==> src/rtl/switch_debouncer.sv <==
// Switch/push-button conditioner: synchroniser, stability-counting FSM and
// registered level/edge outputs for the downstream NOT gate stage.
module switch_debouncer #(
  parameter int unsigned SYNC_STAGES   = 2,
  parameter int unsigned STABLE_CYCLES = 4
) (
  input  logic clk,
  input  logic rst,
  input  logic sw,
  output logic db_out,
  output logic rise,
  output logic fall,
  output logic busy
);

  localparam int unsigned CNT_W = $clog2(STABLE_CYCLES + 1);

  generate
    if (SYNC_STAGES < 2) begin : g_bad_sync
      $error("switch_debouncer: SYNC_STAGES must be >= 2");
    end
    if (STABLE_CYCLES < 2) begin : g_bad_stable
      $error("switch_debouncer: STABLE_CYCLES must be >= 2");
    end
  endgenerate

  typedef enum logic [1:0] {
    IDLE_LO = 2'd0,
    WAIT_HI = 2'd1,
    IDLE_HI = 2'd2,
    WAIT_LO = 2'd3
  } state_t;

  logic [SYNC_STAGES-1:0] sync_q;
  logic                   s;
  state_t                 state_q, state_d;
  logic [CNT_W-1:0]       cnt_q, cnt_d;
  logic                   db_d, rise_d, fall_d, busy_d;
  logic                   commit_c;

  // Metastability synchroniser; only the last stage feeds the FSM.
  always_ff @(posedge clk) begin
    if (rst) begin
      sync_q <= '0;
    end else begin
      sync_q <= {sync_q[SYNC_STAGES-2:0], sw};
    end
  end

  assign s = sync_q[SYNC_STAGES-1];

  // This sample is the last one needed to qualify the new level.
  assign commit_c = ((cnt_q + CNT_W'(1)) == CNT_W'(STABLE_CYCLES));

  always_ff @(posedge clk) begin
    if (rst) begin
      state_q <= IDLE_LO;
      cnt_q   <= '0;
      db_out  <= 1'b0;
      rise    <= 1'b0;
      fall    <= 1'b0;
      busy    <= 1'b0;
    end else begin
      state_q <= state_d;
      cnt_q   <= cnt_d;
      db_out  <= db_d;
      rise    <= rise_d;
      fall    <= fall_d;
      busy    <= busy_d;
    end
  end

  always_comb begin
    state_d = state_q;
    cnt_d   = cnt_q;
    db_d    = db_out;
    rise_d  = 1'b0;
    fall_d  = 1'b0;

    case (state_q)
      IDLE_LO: begin
        db_d = 1'b0;
        if (s) begin
          state_d = WAIT_HI;
          cnt_d   = CNT_W'(1);
        end else begin
          cnt_d   = '0;
        end
      end
      WAIT_HI: begin
        if (!s) begin
          state_d = IDLE_LO;
          cnt_d   = '0;
        end else if (commit_c) begin
          state_d = IDLE_HI;
          cnt_d   = '0;
          db_d    = 1'b1;
          rise_d  = 1'b1;
        end else begin
          cnt_d   = cnt_q + CNT_W'(1);
        end
      end
      IDLE_HI: begin
        db_d = 1'b1;
        if (!s) begin
          state_d = WAIT_LO;
          cnt_d   = CNT_W'(1);
        end else begin
          cnt_d   = '0;
        end
      end
      WAIT_LO: begin
        if (s) begin
          state_d = IDLE_HI;
          cnt_d   = '0;
        end else if (commit_c) begin
          state_d = IDLE_LO;
          cnt_d   = '0;
          db_d    = 1'b0;
          fall_d  = 1'b1;
        end else begin
          cnt_d   = cnt_q + CNT_W'(1);
        end
      end
      default: begin
        state_d = IDLE_LO;
        cnt_d   = '0;
        db_d    = 1'b0;
      end
    endcase

    busy_d = (state_d == WAIT_HI) || (state_d == WAIT_LO);
  end

endmodule

==> config.mk <==
export PLATFORM = sky130hd
export DESIGN_NAME = switch_debouncer
export DESIGN_NICKNAME = d
export VERILOG_FILES = /design/src/rtl/switch_debouncer.sv
export SDC_FILE = /design/constraint.sdc
export NUM_CORES = 1
export LEC_CHECK = 0
export ABC_AREA = 1
export CORE_AREA = 2 2 39 41
export DETAILED_ROUTE_END_ITERATION = 8
export DIE_AREA = 0 0 41 43
export PLACE_DENSITY = 0.76
export SLEW_MARGIN = 5
export SYNTH_ARGS = -nofsm -noshare
export SYNTH_HDL_FRONTEND = slang
export SYNTH_SLANG_ARGS = --single-unit
==> constraint.sdc <==
create_clock -name clk -period 1.6 [get_ports clk]
set_clock_uncertainty 0.2 [all_clocks]
set_input_delay 0.32 -clock clk [delete_from_list [all_inputs] [get_ports clk]]
set_output_delay 0.32 -clock clk [all_outputs]
set_load 0.02 [all_outputs]
* Word-level counts from Yosys, hierarchy flattened
Cells that the tools add are included.
** Cells by class
- Mux-type cells :: 19
- Bitwise gates (word level) :: 3
- Equal/unequal tests :: 10
- Reduce and logical (&&, ||, !) cells :: 5
- Add/sub/neg operators :: 1
** Operator list (number)
- 2-to-1 mux 2 bit :: 6
- case mux 3 bit (4 select lines) :: 1
- 2-to-1 mux 3 bit :: 3
- != test 2 bit (second input constant) :: 4
- case mux 2 bit (4 select lines) :: 1
- 2-to-1 mux 1 bit :: 7
- equality test 2 bit (second input constant) :: 3
- OR reduction 3 bit :: 2
- equality test 2 x 1 -> 1 bit (second input constant) :: 2
- case mux 1 bit (4 select lines) :: 1
- AND reduction 4 bit :: 1
- adder 3 x 1 -> 3 bit (second input constant) :: 1
- equality test 3 bit (second input constant) :: 1
- inverter 1 bit :: 3
- logical NOT 2 bit :: 1
- logical OR 1 bit :: 1
** Word-level totals
- Input bits :: 3
- Bits in registers :: 11
- Output and inout port bits :: 4

* Logic depth before layout (Yosys ltp)
Gate-level depths: netlist of the first run.
- Word-level depth :: 7
- Gate-level depth with buffers :: 8

* Least setup slack after synthesis of the first run
Ideal clock, no wire load.
- Path type :: register to register
- From :: register state_q[1]
- To :: register cnt_q[0]
- Setup slack :: 0.210 ns
- Arrival time :: 1.075 ns
- Cell stages (with the launch flop) :: 8
- Buffers on the path :: 0
- Library setup time :: 0.115 ns
- Cells stage by stage :: dfxtp_1 inv_1 ha_1 nand2_4 o21ai_4 nand2_2 nor2_2 o21a_1
** On the way
- Cells in the longest elaborated chain, start to end :: 2
- Elaborated cells on any way between the ends :: 5
- Those cells by class :: eq/ne: 3; mux: 1; reduce/logical: 1
** Ends and longest elaborated chain
- start, declared :: line 36 : state_t state_q, state_d;
- start signal, assigned :: line 64 : state_q <= state_d;
- equality test 2 bit (tied with other cells) :: line 80 : case (state_q)
- case mux 3 bit (4 select lines) (*) :: line 80
- end signal, assigned :: line 65 : cnt_q <= cnt_d;
- end, declared :: line 37 : logic [CNT_W-1:0] cnt_q, cnt_d;
Every way passes the cells marked *; elsewhere a longest branch is shown, timed or not.
A chain may end at the register's enable or synchronous reset.

* Final worst setup path of the first run
Same ends and word-level chain as after synthesis.

==> metrics, run 1 <==
Die X just over 40 microns; WL final between 1000 and 1500 microns; Max Freq 0.666 GHz; Design Area, Final 697 sq um; Die H 43 microns; layout cell share with drive strength beyond 1 22.2%; Slew HR 71.7%; Hold Path Class register to register; Port Buffers 6; clock root buffer clkbuf_4; leading area contributor after synthesis dfxtp_1; leading cell type in the layout, fill and taps excluded nand2_1; unrepaired setup endpoints after global routing false; critical path required time 1.58 ns; crit start category register; largest net degree at the start of global routing 10; WP buf/inv 1; Avg WL per Cell 10.9 microns; DP Area 671 sq um; I/O pin total 7; routed vias 477; Critical Path AT 1.48 ns; die area 1760 sq um; CTS tree yes; setup TNS 0 ns; Setup Crit Path Kind register to register; H-tree depth 1; iteration-0 DRC count of the detailed router 18; Initial DRT Pass Iterations 5; Overflow after GRT 0; first-pass GRT wire length around 1800 microns; max layer used met4; initial cell density of the core 42.9%; met1 wire length 438 microns; Worst-path clk slew 0.07 ns; gp weighted congestion ~0.80; crit-path max cell delay 0.38 ns; Area contributors post-synth dfxtp_1 37%, ha_1 13%, nand2_1 7.6%; Syn Inst Count 71; unique cell type count in the Yosys netlist 22; vias per inst roughly 5; Syn Std Cell Area 594 sq um; P_leak 0.321 nW; PD cells between 1000 and 1500 nW/um^2; Synthesized Nets 80; Core Util, Final 50.4%; Std-Cell Rows 14; final setup vio count 0; worst skew pair latency 0.28 ns; number of max-cap violations 0; syn_area_per_cell between 8 and 9 sq um; critical path's top delay family flip-flops; initial antenna violation count 0; CTS Buf Count 3; vias in the first global route just over 400; Final Slew Violations 0; ant diodes 0; Fin. Hold Viols 0; cells along the critical path inv_1 -> ha_1 -> nand2_4 -> o21ai_4 -> nand2_2 -> nor2_2 -> o21a_1; Synth top area share 37.1%; core area approximately 1400 sq um; Final min period 1.50 ns; worst-case clock buffer depth 2; All-Layer GR Usage 15.8%; Max VDD drop 0.769 mV; P&R area growth vs syn 17.3%; metal3 WL 56 microns; Seq cells post-synth 11; Yosys warnings 0; sequential area share after synthesis a little under two fifths; Nets 91; period utilization 93.8%; Remaining DRCs 0; most frequent cells in the layout 12 x nand2_1, 11 x dfxtp_1, 9 x inv_1; clock sinks 11; CP Max Fanout 4; number of buffers added for setup after CTS 0; Final HPWL DP 827 microns; status completed; Design Power about 1 mW; metal2 WL 511 microns; crit path max-delay cell type dfxtp_1; Setup crit end kind register; antenna viol nets, final 0; slew at the pin with the worst max-slew slack 0.425 ns
## report_power, final
group	internal (mW)	leakage (nW)	switching [mW]
combinational	0.176	0.216	0.271
sequential	0.328	0.0899	0.0397
clock	0.0970	0.0150	0.0977
total	0.601	0.321	0.408
## Yosys cell counts
cell type,count
dfxtp_1,11
a21oi_4,1
o21ai_1,2
nor2_2,1
o21ai_4,1
nand3_4,1
nor2_1,6
ha_1,6
nor4_2,1
o21a_1,1
buf_6,1
inv_2,3
nand2_2,2
inv_1,9
nand2_1,12
nand2_4,1
o21ai_2,1
nor3_1,1
o21ai_0,1
nand3_1,3
a21oi_1,5
nor4_1,1
## final cells by class
type                    instances  area (sq um)
well taps                      16          20.0
inverters                      12          45.0
multi-input cells              47           323
flip-flops and latches         11           220
fillers                       138           687
clock buffers                   4          26.3
repair buffers                  7          62.6
## through the flow
step | std cells | setup slack [ns] | hold slack, ns
floorplan | 71 | 0.210 | 0.188
global placement | 93 | 0.124 | 0.191
detailed placement | 93 | 0.0739 | 0.202
CTS | 97 | 0.0859 | 0.214
global route | 97 | 0.0286 | 0.265
finish | 97 | 0.0990 | 0.218
## metal layers
metal | vias up | GRT usage [%]
met4 | 0 | 10.0
met2 | 16 | 22.2
met3 | 4 | 3.14
met1 | 210 | 21.1
met5 | - | 0
li1 | 247 | -
## path summary, 6_finish.rpt
path / from / endpoint / slack (ns) / cells past startpoint
hold reg to reg: sync_q[0]$_SDFF_PP0_ / sync_q[1]$_SDFF_PP0_ / 0.22 / 2
setup / recovery: state_q[1]$_SDFF_PP0_ / cnt_q[0]$_SDFF_PP0_ / 0.1 / 7
setup reg to reg: state_q[1]$_SDFF_PP0_ / cnt_q[0]$_SDFF_PP0_ / 0.1 / 7
hold / removal: sync_q[0]$_SDFF_PP0_ / sync_q[1]$_SDFF_PP0_ / 0.22 / 2
## cell families after synthesis
family          synth area share [%]
simple gates                    25.9
buf+inv                         9.47
compound gates                  14.9
flops                           37.1
fa+ha+maj                       12.6
## tightest hold or removal path, stage by stage (launching register included)
cell and delay [ns]:
dfxtp_1 0.30, inv_1 0.05, nor2_1 0.03
## flip-flops by register name (all words and copies together) (netlist names)
name,cells
cnt_q,3
state_q,2
sync_q,2
busy,1
db_out,1
fall,1
rise,1
## repair_timing
item                                   CTS  global route
gates resized for setup                  4             2
setup endpoints to repair                4             2
hold buffers                             0             0
endpoints found under the hold margin    0             0
No activity file was read; power rests on OpenSTA's default activity.
==> inputs of run 2 (changes only) <==
--- a/config.mk
+++ b/config.mk
@@ -6,9 +6,9 @@
 export NUM_CORES = 1
 export LEC_CHECK = 0
 export ABC_AREA = 1
-export CORE_AREA = 2 2 39 41
+export CORE_MARGIN = 2
+export CORE_UTILIZATION = 45
 export DETAILED_ROUTE_END_ITERATION = 8
-export DIE_AREA = 0 0 41 43
 export PLACE_DENSITY = 0.76
 export SLEW_MARGIN = 5
 export SYNTH_ARGS = -nofsm -noshare
==> run 2 against run 1 <==
Worst hold slack worse by 0.014 ns. Combinational power is 0.9% lower. Flip-flop and latch count stayed put. Total power is 1.3% lower. Clock power is 3% lower. Critical path type unchanged. Critical endpoint unchanged. Highest routed layer unchanged.
==> metrics, run 2 (same netlist as run 1, synthesis figures left out) <==
# hold bufs at CTS 0; core area about 1300 sq um; antenna viol nets, final 0; final setup vio count 0; crit path max-delay cell type dfxtp_1; Final Slew Violations 0; iteration-0 DRC count of the detailed router 5; Hold Path Stages 2; I/O pin total 7; leading cell type in the layout, fill and taps excluded nand2_1; critical path required time approximately 1.6 ns; vias per inst approximately 4.8; initial cell density of the core 46.8%; R2R setup slack 0.09 ns; # fillers 125; Multi-input gate area ~320 sq um; worst-case clock buffer depth 2; Die X 40.3 microns; first-pass GRT wire length approximately 1600 microns; Remaining DRCs 0; largest net degree at the start of global routing 10; critical path's top delay family flip-flops; WL final between 900 and 1000 microns; CTS Buf Count 3; Port Buffers 6; unrepaired setup endpoints after global routing false; number of buffers added for setup after CTS 0; WP buf/inv 1; Slew HR 71.0%; hold path startpoint sync_q[0]$_SDFF_PP0_; layout cell share with drive strength beyond 1 21.0%; slew at the pin with the worst max-slew slack 0.434 ns; Final HPWL DP roughly 760 microns; setup TNS 0 ns; Nets 91; number of max-cap violations 0; P_leak 0.323 nW; Setup Crit Path Kind register to register; cells along the critical path inv_1 -> ha_1 -> nand2_4 -> o21ai_4 -> nand2_2 -> nor2_2 -> o21a_1; crit-path max cell delay 0.38 ns; Crit Reg-Reg Endpoint cnt_q[0]$_SDFF_PP0_; All-Layer GR Usage around 16%; P&R area growth vs syn 16.6%; die area 1630 sq um; Std-Cell Rows 13; status completed; CTS tree yes; Hold Path Class register to register; clock root buffer clkbuf_4; PD cells 1440 nW/um^2; period utilization 94.6%; worst skew pair latency 0.27 ns; Critical Path AT approximately 1.5 ns; Endpoint, Worst Hold sync_q[1]$_SDFF_PP0_; largest registers cnt_q (3), state_q (2), sync_q (2); ant diodes 0; Largest register FFs 3; H-tree depth 1; initial antenna violation count 0; R2R Path Start state_q[1]$_SDFF_PP0_; Register Area 220 sq um; Max VDD drop 0.752 mV; crit start category register; Worst-path clk slew 0.07 ns; Initial DRT Pass Iterations 4; Top reg by flops cnt_q; Die H 40.3 microns; routed vias 461; Avg WL per Cell 9.97 microns; Fin. Hold Viols 0; Hold Worst Slack 0.204 ns; Max Freq around 0.66 GHz; clock sinks 11; Reg2Reg Depth 7; CP Max Fanout 4; Overflow after GRT 0; Setup crit end kind register; vias in the first global route between 400 and 500; gp weighted congestion 0.823; Final min period 1.51 ns; Core Util, Final 54.6%; most frequent cells in the layout 12 x nand2_1, 11 x dfxtp_1, 9 x inv_1
run 2: worst min-delay path, stage by stage, from the launching register on:
cell	delay [ns]
dfxtp_1	0.30
inv_1	0.04
nor2_1	0.03
run 2: timing repair:
item | in CTS | in global routing
resized for setup | 4 | 1
endpoints found under the setup margin | 4 | 2
cloned | 0 | 0
run 2: worst max-delay path by stage:
stage | to | slack [ns] | startpoint | depth (start not counted)
2_1_floorplan | cnt_q[0]$_SDFF_PP0_ | 0.21 | state_q[1]$_SDFF_PP0_ | 7
3_3_place_gp | busy$_SDFF_PP0_ | 0.15 | state_q[0]$_SDFF_PP0_ | 6
3_5_place_dp | busy$_SDFF_PP0_ | 0.1 | state_q[0]$_SDFF_PP0_ | 6
4_1_cts | busy$_SDFF_PP0_ | 0.08 | state_q[0]$_SDFF_PP0_ | 6
5_1_grt | state_q[1]$_SDFF_PP0_ | 0.01 | state_q[0]$_SDFF_PP0_ | 6
6_report | cnt_q[0]$_SDFF_PP0_ | 0.09 | state_q[1]$_SDFF_PP0_ | 7
run 2: routing by layer:
metal / up-vias / global-route usage (%) / part of all wire (%) / wire, microns
met5: - / 0 / 0 / 0
met4: 0 / 10.0 / 0.84 / 8
met3: 2 / 6.67 / 4.3 / 41
met2: 8 / 25.4 / 49 / 471
met1: 205 / 16.6 / 45 / 435
li1: 246 / - / - / -
run 2: per-stage QoR:
step	std cells	total power, mW	instance area, sq um	setup WS [ns]
2_1_floorplan	71	0.707	594	0.210
3_3_place_gp	92	0.804	669	0.145
3_5_place_dp	92	0.817	669	0.0957
4_1_cts	96	0.995	691	0.0836
5_1_grt	96	1.08	693	0.0104
6_report	96	0.996	693	0.0862
run 2: final cells by class:
cell class	count	share of cell area, %
timing repair buffer	7	9.03
clock buffer	4	3.79
tap	15	2.71
inverter	12	6.50
multi-input combinational	47	46.2
sequential	11	31.8
run 2: where the power goes:
group | internal, mW | switching (mW) | total [mW]
combinational | 0.172 | 0.271 | 0.443
clock | 0.0965 | 0.0927 | 0.189
sequential | 0.328 | 0.0367 | 0.364
